[config.mk]
export PLATFORM = sky130hd
export DESIGN_NAME = cpu_sequencer
export DESIGN_NICKNAME = d
export VERILOG_FILES = /design/src/rtl/cpu_sequencer.sv
export SDC_FILE = /design/constraint.sdc
export NUM_CORES = 1
export LEC_CHECK = 0
export ABC_CLOCK_PERIOD_IN_PS = 5200
export CORE_MARGIN = 2
export CORE_UTILIZATION = 50
export DETAILED_ROUTE_END_ITERATION = 7
export GPL_TIMING_DRIVEN = 0
export PLACE_DENSITY = 0.88
export SETUP_SLACK_MARGIN = 0.4
export SYNTH_ARGS = -nofsm -noshare
export SYNTH_HDL_FRONTEND = slang
export SYNTH_SLANG_ARGS = --single-unit
[constraint.sdc]
create_clock -name clk -period 5.2 [get_ports clk]
set_input_delay 1.56 -clock clk [delete_from_list [all_inputs] [get_ports clk]]
set_output_delay 1.56 -clock clk [all_outputs]
set_load 0.05 [all_outputs]
[src/rtl/cpu_sequencer.sv]
// cpu_sequencer: multi-cycle control FSM for the RV32I core.
// Walks each instruction through FETCH, DECODE, EXEC, optional MEM and WB,
// driving fetch, IR latch, PC update, regfile write and a req/ack data port.
// Optional macro CPU_SEQUENCER_SINGLE_STEP_EN adds a 'step' input that runs
// exactly one instruction from IDLE while run is low.
module cpu_sequencer #(
  parameter int MEM_TIMEOUT = 15,
  parameter int CNT_W       = 32
) (
  input  logic             clk,
  input  logic             rst,
  input  logic             run,
`ifdef CPU_SEQUENCER_SINGLE_STEP_EN
  input  logic             step,
`endif
  input  logic             imem_ready,
  input  logic             dec_load,
  input  logic             dec_store,
  input  logic             dec_jmp,
  input  logic             dec_wen,
  input  logic             dec_halt,
  input  logic             dec_illegal,
  input  logic             dmem_ack,
  output logic             if_ce,
  output logic             ir_we,
  output logic             pc_we,
  output logic             pc_sel_jmp,
  output logic             rf_we,
  output logic             dmem_req,
  output logic             dmem_we,
  output logic             halted,
  output logic             trap,
  output logic [1:0]       trap_cause,
  output logic [2:0]       state,
  output logic [CNT_W-1:0] instret
);

  typedef enum logic [2:0] {
    IDLE   = 3'd0,
    FETCH  = 3'd1,
    DECODE = 3'd2,
    EXEC   = 3'd3,
    MEM    = 3'd4,
    WB     = 3'd5,
    HALT   = 3'd6,
    TRAP   = 3'd7
  } state_t;

  localparam logic [7:0]       TMO_LIMIT = 8'(MEM_TIMEOUT);
  localparam logic [CNT_W-1:0] CNT_ONE   = {{(CNT_W-1){1'b0}}, 1'b1};

  state_t           state_q;
  logic [7:0]       tmo_cnt_q;
  logic [1:0]       cause_q;
  logic [CNT_W-1:0] instret_q;
  state_t           retire_next;

`ifdef CPU_SEQUENCER_SINGLE_STEP_EN
  logic step_mode_q;
`endif

  // Where an instruction goes once it retires: back to IDLE after a single step or when run has dropped
  always_comb begin
    retire_next = FETCH;
`ifdef CPU_SEQUENCER_SINGLE_STEP_EN
    if (step_mode_q || !run) retire_next = IDLE;
`else
    if (!run) retire_next = IDLE;
`endif
  end

  // Strobes decode straight from the current state; a store's ack cycle is also its retire cycle
  always_comb begin
    if_ce      = 1'b0;
    ir_we      = 1'b0;
    pc_we      = 1'b0;
    pc_sel_jmp = 1'b0;
    rf_we      = 1'b0;
    dmem_req   = 1'b0;
    dmem_we    = 1'b0;
    unique case (state_q)
      FETCH: begin
        if_ce = 1'b1;
        ir_we = imem_ready;
      end
      MEM: begin
        dmem_req = 1'b1;
        dmem_we  = dec_store;
        pc_we    = dmem_ack & dec_store;
      end
      WB: begin
        rf_we      = dec_wen;
        pc_we      = 1'b1;
        pc_sel_jmp = dec_jmp;
      end
      default: ;
    endcase
  end

  // Next-state logic plus the retire counter, memory timeout counter and sticky trap cause
  always_ff @(posedge clk) begin
    if (rst) begin
      state_q     <= IDLE;
      tmo_cnt_q   <= 8'd0;
      cause_q     <= 2'b00;
      instret_q   <= '0;
`ifdef CPU_SEQUENCER_SINGLE_STEP_EN
      step_mode_q <= 1'b0;
`endif
    end else begin
      if (pc_we) begin
        instret_q <= instret_q + CNT_ONE;
`ifdef CPU_SEQUENCER_SINGLE_STEP_EN
        step_mode_q <= 1'b0;
`endif
      end
      unique case (state_q)
        IDLE: begin
          if (run) begin
            state_q <= FETCH;
          end
`ifdef CPU_SEQUENCER_SINGLE_STEP_EN
          else if (step) begin
            state_q     <= FETCH;
            step_mode_q <= 1'b1;
          end
`endif
        end
        FETCH: begin
          if (imem_ready) state_q <= DECODE;
        end
        DECODE: begin
          if (dec_illegal) begin
            state_q <= TRAP;
            cause_q <= 2'b01;
          end else if (dec_halt) begin
            state_q <= HALT;
          end else begin
            state_q <= EXEC;
          end
        end
        EXEC: begin
          tmo_cnt_q <= 8'd0;
          if (dec_load || dec_store) state_q <= MEM;
          else                       state_q <= WB;
        end
        MEM: begin
          if (dmem_ack) begin
            state_q <= dec_store ? retire_next : WB;
          end else if (tmo_cnt_q == TMO_LIMIT) begin
            state_q <= TRAP;
            cause_q <= 2'b10;
          end else begin
            tmo_cnt_q <= tmo_cnt_q + 8'd1;
          end
        end
        WB: begin
          state_q <= retire_next;
        end
        default: ;
      endcase
    end
  end

  assign halted     = (state_q == HALT);
  assign trap       = (state_q == TRAP);
  assign trap_cause = cause_q;
  assign state      = state_q;
  assign instret    = instret_q;

endmodule

==> run metrics <==
Setup violations, final 0; DRT iter0 DRCs roughly 230; Critical Path End Type output pin; vias per cell 6.15; top cell type's share of synthesized area between 30 and 40%; start-to-end type of the worst setup path in2out; proportion of register bits with asynchronous set or reset after synthesis 0%; detail-routed net length per standard cell between 10 and 15 um; filler cell count in the final layout approximately 430; worst-case hold path end point tmo_cnt_q[7]; maximum ir drop on the vdd rail just under 0.0004 V; aggregate routed wire length between 6000 and 7000 um; Final GP Congestion about 0.91; number of clock buffers inserted by TritonCTS 5; share of synthesized area occupied by flip-flops and latches around 36%; worst-case setup margin in the final layout roughly 0.48 ns; P_int about 0.60 mW; area growth from synthesis to final layout 29.7%; total power around 0.89 mW; first-pass GRT wire length about 10000 um; fraction of power consumed by the clock network 29.9%; IO Pins 57; Worst-Skew Late Latency about 0.30 ns; standard-cell rows 25; Max Clock Skew between 0.01 and 0.015 ns; top post-synthesis cells by area dfxtp_1 36%, a21oi_1 7.9%, o31ai_1 6.0%; data arrival time of the critical path roughly 3.2 ns; power density normalized to cell area approximately 280 nW/um^2; r2r setup slk 2.78 ns; count of buffers inserted at the top-level ports between 50 and 60; placement-stage worst setup slack 0.0773 ns; critical path required time about 3.6 ns; post-detailed-route count of antenna-violating nets 0; max-slew violations 0; dominant synthesized flop cell dfxtp_1; Die Width ~74 um; clock sink total 45; number of distinct standard cells referenced by the synthesized netlist between 50 and 60; Die Footprint between 5000 and 6000 sq um; library cell with the largest summed area after synthesis dfxtp_1; number of iterations in the first detailed-routing pass 5; global-route usage over all layers 23.2%; unrepaired setup endpoints after global routing false; headroom to the max-slew limit a little under three fifths; Worst-Margin Slew between 0.6 and 0.7 ns; Worst R2R End instret[21]; number of placed instances with taps included 421; switching share of total power 33.5%; area fraction in and, or, nand and nor cells after synthesis 29.6%; Vert. Die Dim between 70 and 80 um; fraction of the mapped netlist area in adder cells around 2.0%; Worst setup SP type primary input; clock edge transition at the registers on the reported setup and hold paths ~0.08 ns; count of cells along the worst hold path 1; final critical-path share of the clock period between 90 and 100%; number of hold buffers added after cts 0; number of H-tree branching levels 2; total number of vias around 2600; Antenna Diode Count 0; maximum frequency from static timing analysis 0.212 GHz; maximum fanout along the worst path 6; classification of the worst-slack hold path reg2reg; placeable core region between 4000 and 5000 sq um; starting density of the core 52.2%; slowest stage cell on the critical path clkdlybuf4s50_1; power dissipated by switching net loads approximately 0.3 mW; maximum buffer depth of the clock tree 2; clock period minus worst slack 4.72 ns; DR DRC count 0; count of endpoints failing hold in the final timing report 0; number of register bits inferred by synthesis 45; Avg Synthesized Cell Area between 8 and 9 sq um; Resize count post-CTS 3; initial antenna violation count 0; layout net count roughly 380; clock tree root buffer cell clkbuf_8; number of global-route vias before repair 2239; Leak Pwr around 1.0 nW; TritonCTS clock tree done; GRT Residual Overflow 0; combinational family with the most area after synthesis simple AND/OR/NAND/NOR gates; combinational power share between 20 and 30%; mux share of post-synthesis cell area less than 1%; Sequential Power Share 41.0%; depth of the worst register-to-register path 9; sum of net half-perimeters after detailed placement about 4500 um; startpoint of the lowest-slack register-to-register path state[1]; critical path's largest stage delay 0.59 ns; sum of negative setup slack 0 ns; Syn Std Cell Area around 2500 sq um; maximum number of pins on one net before global-route repair 15; beginning of the worst hold path tmo_cnt_q[7]; number of nets in the synthesized netlist 315; synthesized-area fraction occupied by ao, oa, aoi and oai cells between 20% and 30%; fraction of final layout cells with drive strength greater than 1 ~6.1%; status complete, no violations; number of buffers added for setup after CTS 0; number of standard cells in the final layout excluding fillers 429; XOR/XNOR Fraction of Synth Area between 2 and 2.5%; gate count after technology mapping 300; Yosys warning count 0; count of flip-flops with a built-in enable after synthesis 0; maximum capacitance violations 0; cell-by-cell listing of the critical path clkdlybuf4s50_1, a21o_1, nand2_1, inv_1, clkdlybuf4s15_2
==> layout make-up <==
| cell class | instances | area, sq um | share of cell area, % |
|---|---|---|---|
| buffer | 22 | 106 | 3.30 |
| clock buffer | 6 | 72.6 | 2.25 |
| clock inverter | 2 | 38.8 | 1.20 |
| inverter | 11 | 41.3 | 1.28 |
| multi-input combinational | 222 | 1440 | 44.6 |
| sequential | 45 | 901 | 28.0 |
| tap | 67 | 83.8 | 2.60 |
| timing repair buffer | 54 | 542 | 16.8 |
==> power groups by stage <==
stage          Sequential (mW)  Clock, mW  Combinational (mW)
5_1_grt                  0.369      0.286               0.280
6_report                 0.367      0.267               0.261
2_1_floorplan            0.406          0               0.155
4_1_cts                  0.367      0.272               0.259
3_5_place_dp             0.375          0               0.258
3_3_place_gp             0.375          0               0.253
==> placed cells by master, fill, tap and decap left out, types with 2 or more instances in the layout <==
cell	instances
a21oi_1	39
a311oi_1	3
a31oi_1	2
a41oi_1	2
and2_1	5
and3_1	6
and4_1	7
buf_1	3
buf_2	3
buf_6	2
clkbuf_1	13
clkbuf_8	5
clkdlybuf4s50_1	53
dfxtp_1	45
ha_1	4
inv_1	11
nand2_1	21
nand2b_1	3
nand3_1	16
nand4_1	12
nor2_1	10
nor3_1	2
nor3b_1	3
nor4_1	5
nor4b_1	3
o21ai_0	8
o221a_2	2
o31a_1	3
o31ai_1	20
or3_1	2
or4_1	20
xnor2_1	4
xor2_1	2
==> synthesized netlist by cell type, drive strengths merged, types with 2 or more instances <==
cell and number:
a211oi 2, nand4 12, and4 7, o31ai 20, o31a 3, a31oi 2, and2 5, clkbuf 13
or3 3, nor2 10, inv 11, nor4b 3, a311oi 3, buf 9, ha 4, or4 20
nand2b 3, o21ai 8, nand3 16, xnor2 4, o221a 2, nor3 2, xor2 2, and3 6
nor3b 3, nor4 5, a21oi 39, dfxtp 45, nand2 21, a41oi 2
==> worst max path at each step <==
stage	endpoint	slack, ns	from	cells past startpoint
floorplan	ir_we	0.77	state[0]	3
global placement	pc_we	0.08	dec_store	5
detailed placement	pc_we	0.08	dec_store	5
CTS	pc_we	0.50	dec_store	5
global route	pc_we	0.43	dec_store	5
finish	pc_we	0.48	dec_store	5
==> per-stage QoR <==
| stage | hold slack (ns) | util [%] | instance area [sq um] |
|---|---|---|---|
| floorplan | 0.445 | - | 2480 |
| global placement | 0.467 | 65.4 | 3110 |
| detailed placement | 0.473 | 65.4 | 3110 |
| CTS | 0.485 | 67.7 | 3220 |
| global route | 0.527 | 67.7 | 3220 |
| finish | 0.487 | 67.7 | 3220 |
==> logic make-up (layout without fill, tap and decap cells) <==
logic type / after synthesis / in the layout
XOR/XNOR: 6 / 6
buffers and inverters: 33 / 95
AND/OR/NAND/NOR: 121 / 121
multiplexers: 1 / 1
flip-flops: 45 / 45
adder cells (fa/ha/maj): 4 / 4
AO/OA/AOI/OAI: 90 / 90
==> state kept, by name, summed over array words and instances, names as in the netlist <==
signal / cells
trap_cause: 2
tmo_cnt_q: 8
state: 3
instret: 32
==> per-layer routing <==
metal | routed length, um | vias to the layer above | track usage [%]
met2 | 2860 | 92 | 37.2
met4 | 62 | 0 | 7.14
met3 | 347 | 10 | 3.66
met5 | 0 | - | 0
met1 | 2950 | 1261 | 32.2
li1 | - | 1276 | -
==> critical path: cells and delay by family <==
kind	cells	cell delay, ns
buf+inv	3	1.12
simple gates	1	0.20
compound gates	1	0.26
Note: power is estimated with default switching activity, not from simulation.
